**config.mk**
```make
export PLATFORM = sky130hd
export DESIGN_NAME = router_pkt_source
export DESIGN_NICKNAME = d
export VERILOG_FILES = /design/src/rtl/router_pkg.sv /design/src/rtl/router_tx_buf.sv /design/src/rtl/router_pkt_source.sv
export SDC_FILE = /design/constraint.sdc
export NUM_CORES = 1
export LEC_CHECK = 0
export ABC_AREA = 1
export ABC_CLOCK_PERIOD_IN_PS = 2600
export CAP_MARGIN = 10
export CELL_PAD_IN_SITES_DETAIL_PLACEMENT = 1
export CELL_PAD_IN_SITES_GLOBAL_PLACEMENT = 2
export CORE_ASPECT_RATIO = 1.5
export CORE_MARGIN = 3
export CORE_UTILIZATION = 43
export CTS_CLUSTER_DIAMETER = 100
export DETAILED_ROUTE_END_ITERATION = 7
export DONT_BUFFER_PORTS = 1
export PLACE_DENSITY = 0.78
export SKIP_CTS_REPAIR_TIMING = 1
export SYNTH_ARGS = -nofsm -noshare
export SYNTH_HDL_FRONTEND = slang
export SYNTH_SLANG_ARGS = --single-unit
```
**constraint.sdc**
```tcl
create_clock -name clk -period 2.6 [get_ports clk]
set_input_delay 0.52 -clock clk [delete_from_list [all_inputs] [get_ports clk]]
set_output_delay 0.52 -clock clk [all_outputs]
set_load 0.01 [all_outputs]
```
**src/rtl/router_pkg.sv**
```systemverilog
// Shared types and constants for the router packet source.
// Header byte layout is {len, addr}, matching the router's expected framing.
package router_pkg;
   localparam int ADDR_W  = 2;
   localparam int LEN_W   = 6;
   localparam int MAX_LEN = 63;

   localparam logic [ADDR_W-1:0] ADDR_ILLEGAL = 2'b11;

   typedef enum logic [2:0] {
      ST_IDLE,
      ST_LOAD,
      ST_HDR,
      ST_PLD,
      ST_PAR,
      ST_GAP
   } state_t;

   typedef struct packed {
      logic [LEN_W-1:0]  len;
      logic [ADDR_W-1:0] addr;
   } hdr_t;
endpackage

```
**src/rtl/router_tx_buf.sv**
```systemverilog
// Payload store: filled byte-by-byte while loading, drained in order while sending.
module router_tx_buf
   import router_pkg::*;
#(
   parameter int DEPTH = 64
) (
   input  logic             clk,
   input  logic             rst,
   input  logic             clr,
   input  logic             wr_en,
   input  logic [7:0]       wr_data,
   input  logic             rd_adv,
   output logic [7:0]       rd_data,
   output logic [LEN_W-1:0] wr_ptr,
   output logic [LEN_W-1:0] rd_ptr
);
   logic [7:0] mem [DEPTH];

   always_ff @(posedge clk) begin
      if (wr_en) mem[wr_ptr] <= wr_data;
   end

   always_ff @(posedge clk or posedge rst) begin
      if (rst) begin
         wr_ptr <= '0;
         rd_ptr <= '0;
      end else if (clr) begin
         wr_ptr <= '0;
         rd_ptr <= '0;
      end else begin
         if (wr_en)  wr_ptr <= wr_ptr + 1'b1;
         if (rd_adv) rd_ptr <= rd_ptr + 1'b1;
      end
   end

   assign rd_data = mem[rd_ptr];
endmodule

```
**src/rtl/router_pkt_source.sv**
```systemverilog
// Buffers a whole payload from the host, then streams header/payload/parity into the router.
// Output byte and valid are registered so busy never reaches them combinationally.
module router_pkt_source
   import router_pkg::*;
#(
   parameter int MAX_LEN = 63,
   parameter int GAP_CYC = 2
) (
   input  logic              clk,
   input  logic              rst,
   input  logic              req_vld,
   output logic              req_rdy,
   input  logic [ADDR_W-1:0] req_addr,
   input  logic [LEN_W-1:0]  req_len,
   input  logic              pld_vld,
   output logic              pld_rdy,
   input  logic [7:0]        pld_data,
   input  logic              busy,
   input  logic              err,
   output logic              pkt_vld,
   output logic [7:0]        d_out,
   output logic              done,
   output logic              pkt_err,
   output logic [15:0]       sent_cnt
);
   localparam int GW = $clog2(GAP_CYC + 1);

   state_t           state, state_nx;
   hdr_t             hdr_q;
   logic [7:0]       par_q;
   logic [GW-1:0]    gap_cnt;
   logic             err_acc, rej_q;
   logic             wr_en, rd_adv, last_gap, req_ok;
   logic [7:0]       rd_data;
   logic [LEN_W-1:0] wr_ptr, rd_ptr;

   assign req_ok = (req_addr != ADDR_ILLEGAL) && (req_len != '0);

   router_tx_buf #(.DEPTH(MAX_LEN + 1)) u_buf (
      .clk     (clk),
      .rst     (rst),
      .clr     (state == ST_IDLE),
      .wr_en   (wr_en),
      .wr_data (pld_data),
      .rd_adv  (rd_adv),
      .rd_data (rd_data),
      .wr_ptr  (wr_ptr),
      .rd_ptr  (rd_ptr)
   );

   always_comb begin
      state_nx = state;
      req_rdy  = 1'b0;
      pld_rdy  = 1'b0;
      wr_en    = 1'b0;
      rd_adv   = 1'b0;
      last_gap = 1'b0;
      case (state)
         ST_IDLE: begin
            req_rdy = !rst;
            if (req_vld && req_ok) state_nx = ST_LOAD;
         end
         ST_LOAD: begin
            pld_rdy = 1'b1;
            if (pld_vld) begin
               wr_en = 1'b1;
               if (wr_ptr == hdr_q.len - 6'd1) state_nx = ST_HDR;
            end
         end
         ST_HDR: if (!busy) begin
            rd_adv   = 1'b1;
            state_nx = ST_PLD;
         end
         // rd_ptr is one ahead of the byte on d_out, so equality with len means the last byte is showing
         ST_PLD: if (!busy) begin
            if (rd_ptr == hdr_q.len) state_nx = ST_PAR;
            else                     rd_adv   = 1'b1;
         end
         ST_PAR: if (!busy) state_nx = ST_GAP;
         ST_GAP: if (gap_cnt == GW'(GAP_CYC - 1)) begin
            last_gap = 1'b1;
            state_nx = ST_IDLE;
         end
         default: state_nx = ST_IDLE;
      endcase
   end

   always_ff @(posedge clk or posedge rst) begin
      if (rst) begin
         state    <= ST_IDLE;
         hdr_q    <= '0;
         par_q    <= '0;
         gap_cnt  <= '0;
         err_acc  <= 1'b0;
         rej_q    <= 1'b0;
         pkt_vld  <= 1'b0;
         d_out    <= '0;
         sent_cnt <= '0;
      end else begin
         state <= state_nx;
         rej_q <= (state == ST_IDLE) && req_vld && !req_ok;
         case (state)
            ST_IDLE: begin
               err_acc <= 1'b0;
               if (req_vld && req_ok) begin
                  hdr_q <= '{len: req_len, addr: req_addr};
                  par_q <= {req_len, req_addr};
               end
            end
            ST_LOAD: if (wr_en) begin
               par_q <= par_q ^ pld_data;
               if (state_nx == ST_HDR) begin
                  pkt_vld <= 1'b1;
                  d_out   <= hdr_q;
               end
            end
            ST_HDR, ST_PLD: begin
               if (rd_adv) begin
                  d_out <= rd_data;
               end else if (state_nx == ST_PAR) begin
                  pkt_vld <= 1'b0;
                  d_out   <= par_q;
               end
            end
            ST_PAR: begin
               err_acc <= err_acc | err;
               gap_cnt <= '0;
            end
            ST_GAP: begin
               err_acc <= err_acc | err;
               gap_cnt <= gap_cnt + 1'b1;
               if (last_gap && !(err_acc || err)) sent_cnt <= sent_cnt + 16'd1;
            end
            default: ;
         endcase
      end
   end

   assign done    = rej_q | last_gap;
   assign pkt_err = rej_q | (last_gap & (err_acc | err));
endmodule

```
==> results.toml <==
[status]
status = "finished, final reports clean"

[grt]
grt-ovfl-total = 0
first_global_vias = 18100
grt_max_degree = 81
grt_usage_pct = 25.1
antenna_found_initial = 2
grt_pass1_wl_mm = 111

[timing]
tns_ns = 0
fmaxAchievable_ghz = 0.405
period_needed_ns = 2.47
setup_viol = 0
skew_ns = 0.0270
max_slew.worst_pin.slew_ns = 0.590
grt_setup_unrepaired = "no"
finalCritPeriodShare_pct = 94.9
whs_ns = 0.0215
slew_violations = 0
hold_viol_final = 0
maxSlewHeadroom_pct = 60.2

[power]
p_per_area_mw_per_mm2 = 964
switching_share_pct = 34.0
power_frac_seq_pct = 40.4
p_leak_nw = 10.2
switchingPower_mw = 9.03
power.total_mw = 26.6
p_int_mw = 17.6
power_frac_clock_pct = 31.7
pwr-share-comb_pct = 27.9
ir_worst_vdd_uv = 826

[worst_setup_path]
r2r_start = "u_buf.rd_ptr[0]$_DFFE_PP0P_"
criticalPathCategory = "flop to flop"
critPathArrivalTime_ns = 2.89
reg2reg_depth = 11
r2r_slack_ns = 0.13
crit_path_end_kind = "flop"
startpoint_type = "flop"
reg2reg_to = "u_buf.rd_ptr[0]$_DFFE_PP0P_"
required_ns = 3.02
cp_max_fo = 39

[floorplan]
core_area_sq_mm = 0.0552
rows = 105
io_pins = 51
start_util_pct = 43.9
dieWidth_microns = 200
fp.dieH_microns = 297
dieArea_sq_mm = 0.0592

[yosys]
ys.flop_type = "edfxtp_1"
synth_warnings = 0
async_flop_share_pct = 10.5
ys_seq_area_share_pct = 69.7
syn_nets = 2216
synth.area.top_cells = "edfxtp_1 (64%), nand2_1 (6.6%), nor2_1 (6.4%), dfrtp_1 (6.2%), o21ai_0 (4.4%)"
synth_area_sq_mm = 0.0242
synthCells = 2189
synth_top_area_share_pct = 63.5
ys_ff_latch = 572
yosysUniqueCellTypes = 39
synth_area_leader_cell = "edfxtp_1"
avgSynthCellArea_sq_um = 11.1
synth-edff-count = 512

[drt]
vias_per_cell = 5.59
drt_wl_total_mm = 73.1
drt_iter0_markers = 1209
vias = 16800
drt-wirelength-per-cell_microns = 24.4
ant_nets = 0
drc_errors = 0
first_pass_iters = 5

[final_layout]
diodes = 0
seq_area_sq_mm = 0.0169
nets = 2287
syn2layout_area_growth_pct = 13.9
drive_above_1_share_pct = 11.1
post-route-util_pct = 50.0
nFillCells = 5908
multi_input_area_sq_mm = 0.00643
fin_cells = 3000

[place]
finalWeightedCongestion = 0.816
port_buffers = 0
dp.cells = 2895
dp_hpwl_mm = 46.0

[clock_network]
clkSinkCount = 572
clock_path_buffers = 3
clock_latency_ns = 0.61
cts_root_buf = "clkbuf_16"
htree_levels = 2
cts_tree = "done"
cts.clk_slew.worst_paths_ns = 0.06
cts_buffers = 55

[worst_hold_path]
hold_end = "u_buf.mem[33][7]$_DFFE_PP_"
holdPathStages = 0
hp-class = "input pin to flop"
hp-start = "pld_data[7]"

[flow_run]
maxCapViolCount = 0
state kept, by name, indices dropped and copies added (netlist names):
| register | flops |
|---|---|
| err_acc | 1 |
| state | 3 |
| hdr_q | 8 |
| u_buf.mem | 512 |
| gap_cnt | 2 |
| sent_cnt | 16 |
| rej_q | 1 |
| d_out | 8 |
| pkt_vld | 1 |
| u_buf.rd_ptr | 6 |
| par_q | 8 |
| u_buf.wr_ptr | 6 |
Yosys cell counts, drive strengths merged (3+ instances only):
library cell	n
a21oi	50
a31oi	5
buf	87
clkbuf	25
clkinv	3
dfrtp	60
edfxtp	512
ha	5
inv	84
nand2	429
nand3	204
nand4	8
nor2	423
nor3	6
o211ai	28
o21ai	217
or2	9
xnor2	10
xor2	15
power groups by stage:
stage | clock network [mW] | registers (mW) | logic (mW)
after floorplan | 0 | 10.7 | 5.04
after detailed placement | 0 | 10.9 | 7.44
after CTS | 8.56 | 10.7 | 7.52
after global routing | 8.94 | 10.8 | 8.33
after global placement | 0 | 10.9 | 7.28
final | 8.43 | 10.7 | 7.41
critical path, cell delays in order, from the launching register on:
cell     delay, ns
dfrtp_4       0.53
buf_12        0.17
buf_12        0.18
nand2_1       0.09
nand4_1       0.09
nor2_1        0.12
nand2_1       0.11
nor2_1        0.19
nor2_4        0.06
inv_4         0.11
nand2_1       0.13
o21ai_0       0.52
logic make-up after synthesis:
group,share of synthesized area [%]
DFF,69.7
and+or+nand+nor,18.7
xor gates and xnor gates,0.904
muxes,0.0465
adders and majority gates,0.258
buffers and inverters,3.73
AOI/OAI and AO/OA,6.67
layer usage:
metal	wire length (microns)	part of all wire (%)	vias up	track usage, %
li1	-	-	7682	-
met1	29400	40	8583	31.3
met2	37600	51	381	44.6
met3	3170	4.3	129	3.42
met4	2850	3.9	4	8.96
met5	24	0.033	-	0
metrics by stage:
step / setup WS [ns] / cell area [sq um]
floorplan: 0.350 / 24200
global placement: 0.193 / 25700
detailed placement: 0.172 / 25700
CTS: 0.0796 / 27500
global route: 0.0115 / 27600
finish: 0.134 / 27600
worst max path at each step:
stage / from / end / slack (ns) / depth (start not counted)
floorplan: state[2]$_DFF_PP0_ / u_buf.mem[15][0]$_DFFE_PP_ / 0.35 / 9
global placement: u_buf.rd_ptr[0]$_DFFE_PP0P_ / u_buf.rd_ptr[0]$_DFFE_PP0P_ / 0.19 / 11
detailed placement: u_buf.rd_ptr[0]$_DFFE_PP0P_ / u_buf.rd_ptr[0]$_DFFE_PP0P_ / 0.17 / 11
CTS: state[2]$_DFF_PP0_ / req_rdy / 0.08 / 5
global route: u_buf.rd_ptr[0]$_DFFE_PP0P_ / d_out[4]$_DFFE_PP0P_ / 0.01 / 13
finish: u_buf.rd_ptr[0]$_DFFE_PP0P_ / u_buf.rd_ptr[0]$_DFFE_PP0P_ / 0.13 / 11
layout by cell type, fill, tap and decap left out, drive strengths merged, types with 50 or more instances in the layout:
cell / instances
clkbuf: 70
a21oi: 50
buf: 123
inv: 85
edfxtp: 512
nand2: 429
nor2: 423
nand3: 204
dfrtp: 60
o21ai: 217
final cells by class:
cell class / instances / area share [%]
clock buffer: 70 / 5.49
inverter: 87 / 1.22
sequential: 572 / 61.2
multi-input combinational: 1418 / 23.3
timing repair buffer: 126 / 4.23
clock inverter: 32 / 1.36
tap: 695 / 3.15
Note: power is estimated with default switching activity, not from simulation.
